## src/rtl/lcd_cmd_arbiter.sv

```systemverilog
// Two-requester round-robin command arbiter and sequencer for the LCD window controller.
// Streams load bytes, returns tagged window beats and aborts via a watchdog on a stalled LCD.
module lcd_cmd_arbiter #(
   parameter int unsigned TIMEOUT = 64,
   parameter int unsigned NLOAD   = 36,
   parameter int unsigned NBEAT   = 9
) (
   input  logic       clk,
   input  logic       reset,
   input  logic       req0_valid,
   input  logic [2:0] req0_cmd,
   input  logic [7:0] req0_data,
   output logic       req0_ready,
   output logic       req0_data_ack,
   input  logic       req1_valid,
   input  logic [2:0] req1_cmd,
   input  logic [7:0] req1_data,
   output logic       req1_ready,
   output logic       req1_data_ack,
   output logic [2:0] lcd_cmd,
   output logic       lcd_cmd_valid,
   output logic [7:0] lcd_datain,
   input  logic       lcd_busy,
   input  logic [7:0] lcd_dataout,
   input  logic       lcd_output_valid,
   output logic       rsp_valid,
   output logic [7:0] rsp_data,
   output logic       rsp_id,
   output logic       rsp_last,
   output logic       rsp_err,
   output logic       arb_busy
);

   localparam logic [5:0] LoadLast = 6'(NLOAD - 1);
   localparam logic [7:0] WdLast   = 8'(TIMEOUT - 1);
   localparam logic [3:0] BeatLast = 4'(NBEAT - 1);
   localparam logic [2:0] CmdLoad  = 3'd1;

   typedef enum logic [2:0] {StIdle, StIssue, StLoad, StWaitOut, StDrain} state_e;

   state_e     state_q, state_d;
   logic       gid_q, gid_d;
   logic       ptr_q, ptr_d;
   logic [2:0] cmd_q, cmd_d;
   logic [5:0] load_cnt_q, load_cnt_d;
   logic [7:0] wd_q, wd_d;
   logic [3:0] beat_cnt_q, beat_cnt_d;
   logic       rsp_valid_q, rsp_valid_d;
   logic [7:0] rsp_data_q, rsp_data_d;
   logic       rsp_id_q, rsp_id_d;
   logic       rsp_last_q, rsp_last_d;
   logic       rsp_err_q, rsp_err_d;

   logic       win;
   logic [2:0] win_cmd;

   // Round-robin pick: a lone requester wins, otherwise ptr decides.
   always_comb begin
      win = req1_valid;
      if (req0_valid && req1_valid) begin
         win = ptr_q;
      end
      win_cmd = win ? req1_cmd : req0_cmd;
   end

   always_comb begin
      state_d     = state_q;
      gid_d       = gid_q;
      ptr_d       = ptr_q;
      cmd_d       = cmd_q;
      load_cnt_d  = load_cnt_q;
      wd_d        = wd_q;
      beat_cnt_d  = beat_cnt_q;
      rsp_valid_d = 1'b0;
      rsp_data_d  = rsp_data_q;
      rsp_id_d    = rsp_id_q;
      rsp_last_d  = 1'b0;
      rsp_err_d   = 1'b0;

      unique case (state_q)
         StIdle: begin
            if (!lcd_busy && (req0_valid || req1_valid)) begin
               gid_d   = win;
               ptr_d   = ~win;
               // Undefined codes 6 and 7 are issued as reflash.
               cmd_d   = (win_cmd > 3'd5) ? 3'd0 : win_cmd;
               state_d = StIssue;
            end
         end
         StIssue: begin
            load_cnt_d = '0;
            wd_d       = '0;
            beat_cnt_d = '0;
            state_d    = (cmd_q == CmdLoad) ? StLoad : StWaitOut;
         end
         StLoad: begin
            if (load_cnt_q == LoadLast) begin
               load_cnt_d = '0;
               wd_d       = '0;
               state_d    = StWaitOut;
            end else begin
               load_cnt_d = load_cnt_q + 6'd1;
            end
         end
         StWaitOut: begin
            if (lcd_output_valid) begin
               rsp_valid_d = 1'b1;
               rsp_data_d  = lcd_dataout;
               rsp_id_d    = gid_q;
               wd_d        = '0;
               if (beat_cnt_q == BeatLast) begin
                  rsp_last_d = 1'b1;
                  beat_cnt_d = '0;
                  state_d    = StDrain;
               end else begin
                  beat_cnt_d = beat_cnt_q + 4'd1;
               end
            end else if (wd_q == WdLast) begin
               rsp_err_d  = 1'b1;
               rsp_id_d   = gid_q;
               wd_d       = '0;
               beat_cnt_d = '0;
               state_d    = StIdle;
            end else begin
               wd_d = wd_q + 8'd1;
            end
         end
         StDrain: begin
            if (!lcd_busy) begin
               state_d = StIdle;
            end
         end
         default: state_d = StIdle;
      endcase
   end

   always_ff @(posedge clk or posedge reset) begin
      if (reset) begin
         state_q     <= StIdle;
         gid_q       <= 1'b0;
         ptr_q       <= 1'b0;
         cmd_q       <= '0;
         load_cnt_q  <= '0;
         wd_q        <= '0;
         beat_cnt_q  <= '0;
         rsp_valid_q <= 1'b0;
         rsp_data_q  <= '0;
         rsp_id_q    <= 1'b0;
         rsp_last_q  <= 1'b0;
         rsp_err_q   <= 1'b0;
      end else begin
         state_q     <= state_d;
         gid_q       <= gid_d;
         ptr_q       <= ptr_d;
         cmd_q       <= cmd_d;
         load_cnt_q  <= load_cnt_d;
         wd_q        <= wd_d;
         beat_cnt_q  <= beat_cnt_d;
         rsp_valid_q <= rsp_valid_d;
         rsp_data_q  <= rsp_data_d;
         rsp_id_q    <= rsp_id_d;
         rsp_last_q  <= rsp_last_d;
         rsp_err_q   <= rsp_err_d;
      end
   end

   always_comb begin
      lcd_cmd_valid = (state_q == StIssue);
      req0_ready    = lcd_cmd_valid && !gid_q;
      req1_ready    = lcd_cmd_valid && gid_q;
      req0_data_ack = (state_q == StLoad) && !gid_q;
      req1_data_ack = (state_q == StLoad) && gid_q;
      lcd_datain    = '0;
      if (state_q == StLoad) begin
         lcd_datain = gid_q ? req1_data : req0_data;
      end
   end

   // cmd_q only changes on a grant, so lcd_cmd holds between strobes.
   assign lcd_cmd   = cmd_q;
   assign rsp_valid = rsp_valid_q;
   assign rsp_data  = rsp_data_q;
   assign rsp_id    = rsp_id_q;
   assign rsp_last  = rsp_last_q;
   assign rsp_err   = rsp_err_q;
   assign arb_busy  = (state_q != StIdle);

endmodule

```

## config.mk

```make
export PLATFORM = sky130hd
export DESIGN_NAME = lcd_cmd_arbiter
export DESIGN_NICKNAME = d
export VERILOG_FILES = /design/src/rtl/lcd_cmd_arbiter.sv
export SDC_FILE = /design/constraint.sdc
export NUM_CORES = 1
export LEC_CHECK = 0
export BUFFER_PORTS_ARGS = -buffer_cell sky130_fd_sc_hd__clkbuf_2
export CORE_MARGIN = 2
export CORE_UTILIZATION = 45
export CTS_BUF_LIST = sky130_fd_sc_hd__clkbuf_8 sky130_fd_sc_hd__clkbuf_16
export DETAILED_ROUTE_END_ITERATION = 12
export GPL_TIMING_DRIVEN = 0
export PLACE_DENSITY = 0.72
export SYNTH_ARGS = -nofsm -noshare
export SYNTH_HDL_FRONTEND = slang
export SYNTH_SLANG_ARGS = --single-unit
```

## constraint.sdc

```tcl
create_clock -name clk -period 4.7 [get_ports clk]
set_input_delay 1.175 -clock clk [delete_from_list [all_inputs] [get_ports clk]]
set_output_delay 1.175 -clock clk [all_outputs]
set_load 0.005 [all_outputs]
```

==> results of run 1 <==
[worst max-delay path, cell delays in order (launching register included)]
cell	delay (ns)
dfrtp_1	0.44
or3b_2	0.48
clkbuf_1	0.16
clkbuf_1	0.24
nor2_1	0.16
clkbuf_2	0.12
[kinds of logic (layout without fill, tap and decap cells)]
| logic type | count (synthesis) | after routing |
|---|---|---|
| and+or+nand+nor | 101 | 101 |
| AOI/OAI and AO/OA | 53 | 53 |
| DFF | 38 | 38 |
| buffers and inverters | 17 | 89 |
| muxes | 11 | 11 |
| adders and majority gates | 4 | 4 |
| xor gates and xnor gates | 2 | 2 |
[sequential cells by signal, summed over array words and instances, names as in the netlist]
name / cells
ptr_q: 1
state_q: 3
rsp_last: 1
gid_q: 1
rsp_valid: 1
rsp_id: 1
lcd_cmd: 3
wd_q: 8
rsp_err: 1
rsp_data: 8
beat_cnt_q: 4
load_cnt_q: 6
[Yosys cell counts (3+ instances only)]
library cell and count:
a21oi_1 9, a22o_1 3, nor3b_1 3, inv_1 9, clkbuf_1 3, a211oi_1 3, nor4_1 3, nor3_1 3
o21ai_0 15, a31oi_1 6, nand3_1 8, nand2_1 42, dfrtp_1 38, o31ai_1 5, mux2i_1 10, nor2_1 26
ha_1 4
[power breakdown]
part | switching (uW) | leakage, uW | internal [uW]
clock network | 116 | 0.0000472 | 118
logic | 347 | 0.000731 | 265
registers | 82.0 | 0.000499 | 430
total | 545 | 0.00128 | 812
[area by class of cell]
type	count	area share, %
plain buffers	7	1.44
clock buffers	6	3.28
clock inverters	2	0.497
inverters	10	1.49
multi-input cells	171	40.2
flip-flops and latches	38	37.8
well taps	52	2.59
repair buffers	64	12.7
[layer usage]
metal  global-route usage, %  part of all wire (%)
met5                       0                     0
met1                    25.0                    47
met4                    5.66                  0.54
met3                    4.92                   3.9
met2                    30.1                    49
[path summary, 6_finish.rpt]
path	endpoint	cells past startpoint
setup / recovery	lcd_datain[4]	5
hold / removal	rsp_data[1]	2
setup reg to reg	state_q[2]	5
hold reg to reg	rsp_data[1]	2
max in group asynchronous	lcd_cmd[0]	2
min in group asynchronous	wd_q[3]	2
[metrics by stage]
stage               worst slack, ns  total power [uW]  hold WS (ns)  util [%]  cells
CTS                            1.62              1370         0.485      57.8    350
global route                   1.50              1480         0.508      57.8    350
floorplan                      2.18               919         0.469         -    226
global placement               1.96              1120         0.461      55.6    342
detailed placement             1.94              1130         0.466      55.6    342
finish                         1.62              1360         0.479      57.8    350
==> run_results.csv, run 1 <==
group,metric,value,unit
timing,fin_crit,3.08,ns
outcome,status,"complete, no violations",
logic_synthesis,synth_cells,226,
clock_network,clk_root_buffer_cell,"clkbuf_8",
clock_network,path_clk_slew,0.08,ns
power_and_ir_drop,ir_drop,0.289,mV
final_layout,final_area,2520,sq um
hold_path,hp-start,"rsp_data[1]",
power_and_ir_drop,p_leak,0.00128,uW
die,dieArea,5080,sq um
timing,max_freq,325,MHz
global_route,grt_pass1_vias,1709,
worst_setup_path,r2r_slack,2.63,ns
timing,tightest_slew,0.770,ns
route,firstDrtPassIters,4,
timing,fin_setup_tns,0,ns
final_layout,diodes,0,
worst_setup_path,worstSetupEndpointType,"output pin",
timing,final.setup_skew,0.00769,ns
logic_synthesis,synth_top_area_share,46.7,%
timing,hold_viol_final,0,
logic_synthesis,yosys.area.top_type,"dfrtp_1",
global_route,antenna_found_initial,0,
logic_synthesis,synth.distinct_cells,47,
logic_synthesis,synth_top_family_by_area,"simple AND/OR/NAND/NOR gates",
final_layout,final_common_cell,"clkbuf_2",
global_route,grt_max_degree,39,
placed_design,gp_congestion,0.805,
power_and_ir_drop,p_per_area,539,nW/um^2
die,core_area,4350,sq um
logic_synthesis,syn_area_per_cell,9.01,sq um
hold_path,min_path_type,"reg2reg",
worst_setup_path,critical_path_peak_fanout,10,
placed_design,io_buffers,64,
die,rows,24,
clock_network,clockBufferDepth,2,
die,fp.dieW,71.3,um
die,io_pins,65,
clock_network,cts_setup_buffers,0,
run,drv_cap,0,
global_route,overflow,0,
route,drt_first_iter_violations,81,
worst_setup_path,cp.arrival,1.91,ns
final_layout,final_nets,337,
route,drtAntennaViolNets,0,
worst_setup_path,startpoint_type,"register",
logic_synthesis,ys_async_sr_fraction,100,%
timing,rsz0062_at_grt,"no",
final_layout,multi_input_area,1010,sq um
logic_synthesis,synth_area_leaders,"dfrtp_1 (47%), nand2_1 (7.7%), mux2i_1 (4.9%), nor2_1 (4.8%), o21ai_0 (3.7%)",
worst_setup_path,r2r-start,"wd_q[0]",
logic_synthesis,synth_seq_cells,38,
global_route,grt_pass1_wl,7.57,mm
global_route,grtUsageTotal,18.7,%
clock_network,cts_resized,0,
clock_network,cts.sinks,38,
logic_synthesis,yosys.area_share.simple,23.9,%
logic_synthesis,synth_nets,266,
route,vias,1828,
timing,maxSlewHeadroom,48.6,%
route,drc,0,
route,totalWireLength,4.44,mm
worst_setup_path,startpoint,"state_q[2]",
logic_synthesis,synth_edf_count,0,
logic_synthesis,ys.flop_type,"dfrtp_1",
final_layout,regArea,951,sq um
final_layout,nFillCells,406,
logic_synthesis,synthesis.area,2040,sq um
die,die_y,71.3,um
logic_synthesis,synth_compound_area_share,17.0,%
worst_setup_path,path_class,"reg2out",
die,initial_core_util,46.8,%
timing,min_period_over_period,65.5,%
clock_network,insertion_delay,0.29,ns
placed_design,dpl_cell_area,2420,sq um
route,vias_per_cell,5.22,
logic_synthesis,muxShareOfSynthArea,5.47,%
placed_design,dp_hpwl,3.34,mm
clock_network,numCtsBuffers,5,
logic_synthesis,synth_xor_xnor_area_share,0.860,%
timing,timing.final.max_slew_violations,0,
logic_synthesis,synth-adder-area-share,2.46,%
logic_synthesis,synth_warnings,0,
final_layout,drive_gt1_share,27.9,%
clock_network,htreeDepth,2,
clock_network,cts_hold_buf,0,
logic_synthesis,synth_seq_area_share,46.7,%
worst_setup_path,critPathRequiredTime,3.52,ns
final_layout,area_growth,23.6,%
final_layout,final_cell_mix,"clkbuf_2 (64), nand2_1 (42), dfrtp_1 (38), nor2_1 (26), o21ai_0 (15)",
timing,setup_viol,0,
clock_network,cts_tree,"yes",
route,avgRoutedWirePerCell,12.7,um
Note: power is estimated with default switching activity, not from simulation.
==> inputs of run 2 (changes only) <==
--- a/config.mk
+++ b/config.mk
@@ -11,7 +11,7 @@
 export CTS_BUF_LIST = sky130_fd_sc_hd__clkbuf_8 sky130_fd_sc_hd__clkbuf_16
 export DETAILED_ROUTE_END_ITERATION = 12
 export GPL_TIMING_DRIVEN = 0
-export PLACE_DENSITY = 0.72
+export PLACE_DENSITY = 0.75
 export SYNTH_ARGS = -nofsm -noshare
 export SYNTH_HDL_FRONTEND = slang
 export SYNTH_SLANG_ARGS = --single-unit
==> constraint.sdc (replaced) <==
create_clock -name clk -period 2.75 [get_ports clk]
set_input_delay 0.6875 -clock clk [delete_from_list [all_inputs] [get_ports clk]]
set_output_delay 0.6875 -clock clk [all_outputs]
set_load 0.005 [all_outputs]
==> run 2 against run 1 <==
  * Sequential power up 70%
  * Die area is the same
  * Clock skew decreased by 0.0033 ns
  * Total power rose by 77%
  * Largest cell class unchanged
  * Final cell count down 0.29%
  * Register-to-register slack lost 1.9 ns
  * Non-clock buffer count unchanged
  * Flip-flop and latch count unchanged
  * Design area grew 0.70%
==> run_results.csv, run 2 (synthesis results as in run 1) <==
group,metric,value,unit
outcome,status,"complete, no violations",
timing,setup_viol,0,
route,drt_first_iter_violations,72,
power_and_ir_drop,ir_drop,0.541,mV
clock_network,cts.sinks,38,
timing,maxSlewHeadroom,49.0,%
worst_setup_path,critPathRequiredTime,2.06,ns
final_layout,diodes,0,
route,drtAntennaViolNets,0,
clock_network,cts_hold_buf,0,
final_layout,final_area,2530,sq um
power_and_ir_drop,p_sw,922,uW
placed_design,gp_congestion,0.802,
placed_design,dpl_cell_area,2420,sq um
timing,fin_crit,2.55,ns
clock_network,htreeDepth,2,
route,drc,0,
clock_network,cts_setup_buffers,0,
timing,min_period_over_period,92.9,%
final_layout,final_util,58.2,%
worst_setup_path,ff2ff_path_depth,5,
worst_setup_path,critical_path_peak_fanout,10,
timing,hold_viol_final,0,
die,rows,24,
timing,timing.final.max_slew_violations,0,
die,core_area,4350,sq um
power_and_ir_drop,switching_share,38.4,%
power_and_ir_drop,p_comb_share,43.8,%
clock_network,clk_root_buffer_cell,"clkbuf_8",
route,wirelength_met1,1.97,mm
timing,setup_slack,0.196,ns
die,die_y,71.3,um
clock_network,path_clk_slew,0.07,ns
hold_path,hold_depth,2,
worst_setup_path,startpoint_type,"register",
worst_setup_path,path_class,"reg2out",
route,highest_layer,"met4",
route,vias,1854,
die,fp.dieW,71.3,um
die,dieArea,5080,sq um
power_and_ir_drop,p_seq_share,36.3,%
route,vias_per_cell,5.31,
power_and_ir_drop,p_per_area,947,nW/um^2
global_route,grt_pass1_wl,7.70,mm
global_route,antenna_found_initial,0,
timing,fin_setup_tns,0,ns
timing,tightest_slew,0.763,ns
clock_network,cts_tree,"yes",
placed_design,place_ws,0.477,ns
placed_design,dp_hpwl,3.29,mm
timing,max_freq,392,MHz
power_and_ir_drop,p_leak,0.00129,uW
route,avgRoutedWirePerCell,12.6,um
final_layout,drive_gt1_share,27.6,%
route,wl_met3,131,um
clock_network,numCtsBuffers,5,
worst_setup_path,cp.arrival,1.87,ns
global_route,overflow,0,
hold_path,min_path_type,"reg2reg",
worst_setup_path,worstSetupEndpointType,"output pin",
clock_network,cts_resized,0,
die,initial_core_util,46.8,%
timing,final.setup_skew,0.00441,ns
route,firstDrtPassIters,4,
route,totalWireLength,4.39,mm
global_route,grtUsageTotal,18.8,%
global_route,grt_max_degree,39,
die,io_pins,65,
route,route.met2.wl,2.24,mm
final_layout,final_common_cell,"clkbuf_2",
run,drv_cap,0,
placed_design,io_buffers,64,
final_layout,area_growth,24.5,%
final_layout,final_nets,337,
power_and_ir_drop,clkPwrFrac,19.9,%
clock_network,insertion_delay,0.29,ns
power_and_ir_drop,intPower,1480,uW
clock_network,clockBufferDepth,2,
final_layout,final_cell_mix,"clkbuf_2 (64), nand2_1 (42), dfrtp_1 (38), nor2_1 (26), o21ai_0 (15)",
timing,rsz0062_at_grt,"no",
global_route,grt_pass1_vias,1758,
run 2: per-stage QoR:
stage               power [uW]  instances  hold slack, ns
floorplan                 1570        226           0.469
global placement          1910        342           0.459
detailed placement        1940        342           0.462
CTS                       2420        349           0.481
global route              2610        349           0.511
finish                    2400        349           0.475
run 2: critical path, cell delays in order, from the launching register on:
cell,delay [ns]
dfrtp_1,0.43
or3b_2,0.47
clkbuf_1,0.17
clkbuf_1,0.24
nor2_1,0.15
clkbuf_2,0.12
run 2: routing by layer:
layer  GRT usage (%)  vias up
li1                -      945
met5               0        -
met1            24.3      876
met4            7.55        0
met2            30.7       28
met3            4.36        5
run 2: power by group through the flow:
stage,clock (uW),sequential [uW],combinational [uW]
floorplan,0,864,707
global placement,0,876,1040
detailed placement,0,877,1060
CTS,488,870,1060
global route,518,897,1200
finish,478,870,1050
run 2: area by class of cell:
class                      instances  area [sq um]
fill                             392          1820
clock buffer                       6          82.6
clock inverter                     1          30.0
inverter                          10          37.5
tap                               52          65.1
sequential                        38           951
buffer                             7          36.3
multi-input combinational        171          1010
timing repair buffer              64           320
run 2: final timing paths:
| path | from | to | slack [ns] |
|---|---|---|---|
| max reg2reg | wd_q[0] | state_q[2] | 0.70 |
| min | rsp_data[6] | rsp_data[6] | 0.47 |
| max | state_q[2] | lcd_datain[2] | 0.20 |
| min in group asynchronous | reset | wd_q[2] | 0.52 |
| min reg2reg | rsp_data[6] | rsp_data[6] | 0.47 |
| max in group asynchronous | reset | beat_cnt_q[1] | 1.75 |
==> inputs of run 3 (changes only) <==
--- a/config.mk
+++ b/config.mk
@@ -6,7 +6,6 @@
 export NUM_CORES = 1
 export LEC_CHECK = 0
 export BUFFER_PORTS_ARGS = -buffer_cell sky130_fd_sc_hd__clkbuf_2
-export CORE_MARGIN = 2
 export CORE_UTILIZATION = 45
 export CTS_BUF_LIST = sky130_fd_sc_hd__clkbuf_8 sky130_fd_sc_hd__clkbuf_16
 export DETAILED_ROUTE_END_ITERATION = 12
==> run 3 against run 2 <==
  * Combinational power barely moved
  * Highest routed layer unchanged
  * Design area barely moved
  * Sequential share of layout area barely moved
  * Worst setup slack got worse by 0.034 ns
  * Sequential power barely moved
==> run_results.csv, run 3 (synthesis results as in run 1) <==
group,metric,value,unit
outcome,status,"complete, no violations",
clock_network,cts_setup_buffers,0,
route,firstDrtPassIters,4,
timing,max_freq,386,MHz
clock_network,clk_root_buffer_cell,"clkbuf_8",
clock_network,cts_resized,0,
timing,min_period_over_period,94.1,%
timing,tightest_slew,0.783,ns
worst_setup_path,critPathRequiredTime,2.06,ns
worst_setup_path,path_class,"reg2out",
global_route,overflow,0,
placed_design,io_buffers,64,
worst_setup_path,ff2ff_path_depth,5,
route,drt_first_iter_violations,77,
worst_setup_path,cp_slowest_stage_delay,0.47,ns
worst_setup_path,r2r_slack,0.68,ns
timing,fin_crit,2.59,ns
hold_path,hp-start,"rsp_data[3]",
power_and_ir_drop,p_leak,0.00128,uW
clock_network,cts_tree,"yes",
die,fp.dieW,69.3,um
worst_setup_path,r2r-end,"state_q[2]",
power_and_ir_drop,clkPwrFrac,20.0,%
power_and_ir_drop,p_per_area,951,nW/um^2
worst_setup_path,path_cells,"or3b_2, clkbuf_1, clkbuf_1, nor2_1, clkbuf_2",
die,initial_core_util,46.8,%
power_and_ir_drop,ir_drop,0.422,mV
worst_setup_path,startpoint,"state_q[2]",
power_and_ir_drop,switching_share,39.6,%
die,die_y,69.3,um
power_and_ir_drop,p_seq_share,36.2,%
worst_setup_path,r2r-start,"wd_q[0]",
clock_network,numCtsBuffers,5,
final_layout,final_cell_mix,"clkbuf_2 (64), nand2_1 (42), dfrtp_1 (38), nor2_1 (26), o21ai_0 (15)",
die,rows,24,
clock_network,clockBufferDepth,2,
final_layout,area_growth,24.5,%
route,vias_per_cell,5.34,
final_layout,final_nets,337,
final_layout,final_util,58.2,%
worst_setup_path,cp_num_buf_inv,3,
clock_network,insertion_delay,0.30,ns
route,drtAntennaViolNets,0,
worst_setup_path,worstSetupEndpointType,"output pin",
global_route,grt_pass1_wl,7.48,mm
timing,rsz0062_at_grt,"no",
worst_setup_path,critical-path-slowest-cell,"or3b_2",
final_layout,drive_gt1_share,27.9,%
route,drc,0,
clock_network,cts.sinks,38,
timing,final.setup_skew,0.00540,ns
die,io_pins,65,
power_and_ir_drop,p_sw,955,uW
route,totalWireLength,4.53,mm
clock_network,htreeDepth,2,
placed_design,gp_congestion,0.836,
global_route,antenna_found_initial,0,
worst_setup_path,startpoint_type,"register",
timing,hold_viol_final,0,
clock_network,cts_hold_buf,0,
timing,timing.final.max_slew_violations,0,
global_route,grt_pass1_vias,1717,
placed_design,dp_hpwl,3.31,mm
die,core_area,4350,sq um
power_and_ir_drop,intPower,1460,uW
final_layout,final_common_cell,"clkbuf_2",
global_route,grt_max_degree,39,
final_layout,diodes,0,
hold_path,hold_depth,2,
route,vias,1868,
global_route,grtUsageTotal,19.3,%
route,avgRoutedWirePerCell,12.9,um
run,drv_cap,0,
worst_setup_path,cpMostUsedCell,"clkbuf_1",
timing,setup_viol,0,
timing,maxSlewHeadroom,47.7,%
hold_path,min_to,"rsp_data[3]",
die,dieArea,4800,sq um
worst_setup_path,critical-path-top-delay-family,"simple AND/OR/NAND/NOR gates",
worst_setup_path,cp.arrival,1.90,ns
timing,fin_setup_tns,0,ns
clock_network,path_clk_slew,0.08,ns
hold_path,min_path_type,"reg2reg",
power_and_ir_drop,p_comb_share,43.9,%
worst_setup_path,critical_path_peak_fanout,10,
[run 3: changes by cell type in the layout (fill, tap and decap cells not counted)]
cell,previous run,this run
clkinvlp_4,0,2
clkbuf_8,6,5
[run 3: power groups by stage]
stage	registers (uW)	logic [uW]	clock network (uW)
final	872	1060	482
after floorplan	864	707	0
after global routing	898	1180	510
after global placement	872	1030	0
after detailed placement	880	1060	0
after CTS	872	1060	494
[run 3: per-layer routing]
metal	wire length (um)	part of all wire (%)	global-route usage [%]
met1	2070	46	23.6
met2	2300	51	33.2
met3	129	2.8	5.52
met4	29	0.64	4.76
met5	0	0	0
[run 3: worst min-delay path: stages, from the launching register on]
cell and delay, ns:
dfrtp_1 0.35, nand2_1 0.05, nand2_1 0.05
[run 3: area by class of cell]
type / count / area (sq um)
Clock buffer: 5 / 68.8
Fill cell: 395 / 1820
Tap cell: 52 / 65.1
Multi-Input combinational cell: 171 / 1010
Sequential cell: 38 / 951
Timing Repair Buffer: 64 / 320
Clock inverter: 3 / 45.0
Buffer: 7 / 36.3
Inverter: 10 / 37.5
[run 3: stage by stage]
stage	worst slack, ns	total power [uW]	cell area [sq um]	cells	hold WS (ns)
finish	0.163	2410	2530	350	0.476
global route	0.0523	2590	2530	350	0.496
CTS	0.164	2430	2530	350	0.484
detailed placement	0.478	1940	2420	342	0.464
global placement	0.510	1910	2420	342	0.458
floorplan	0.741	1570	2040	226	0.469
[run 3: worst max-delay path by stage]
stage | to | slack (ns) | cells after the start
global route | lcd_datain[0] | 0.05 | 5
detailed placement | lcd_datain[4] | 0.48 | 5
global placement | lcd_datain[7] | 0.51 | 5
floorplan | lcd_datain[0] | 0.74 | 4
finish | lcd_datain[4] | 0.16 | 5
CTS | lcd_datain[4] | 0.16 | 5
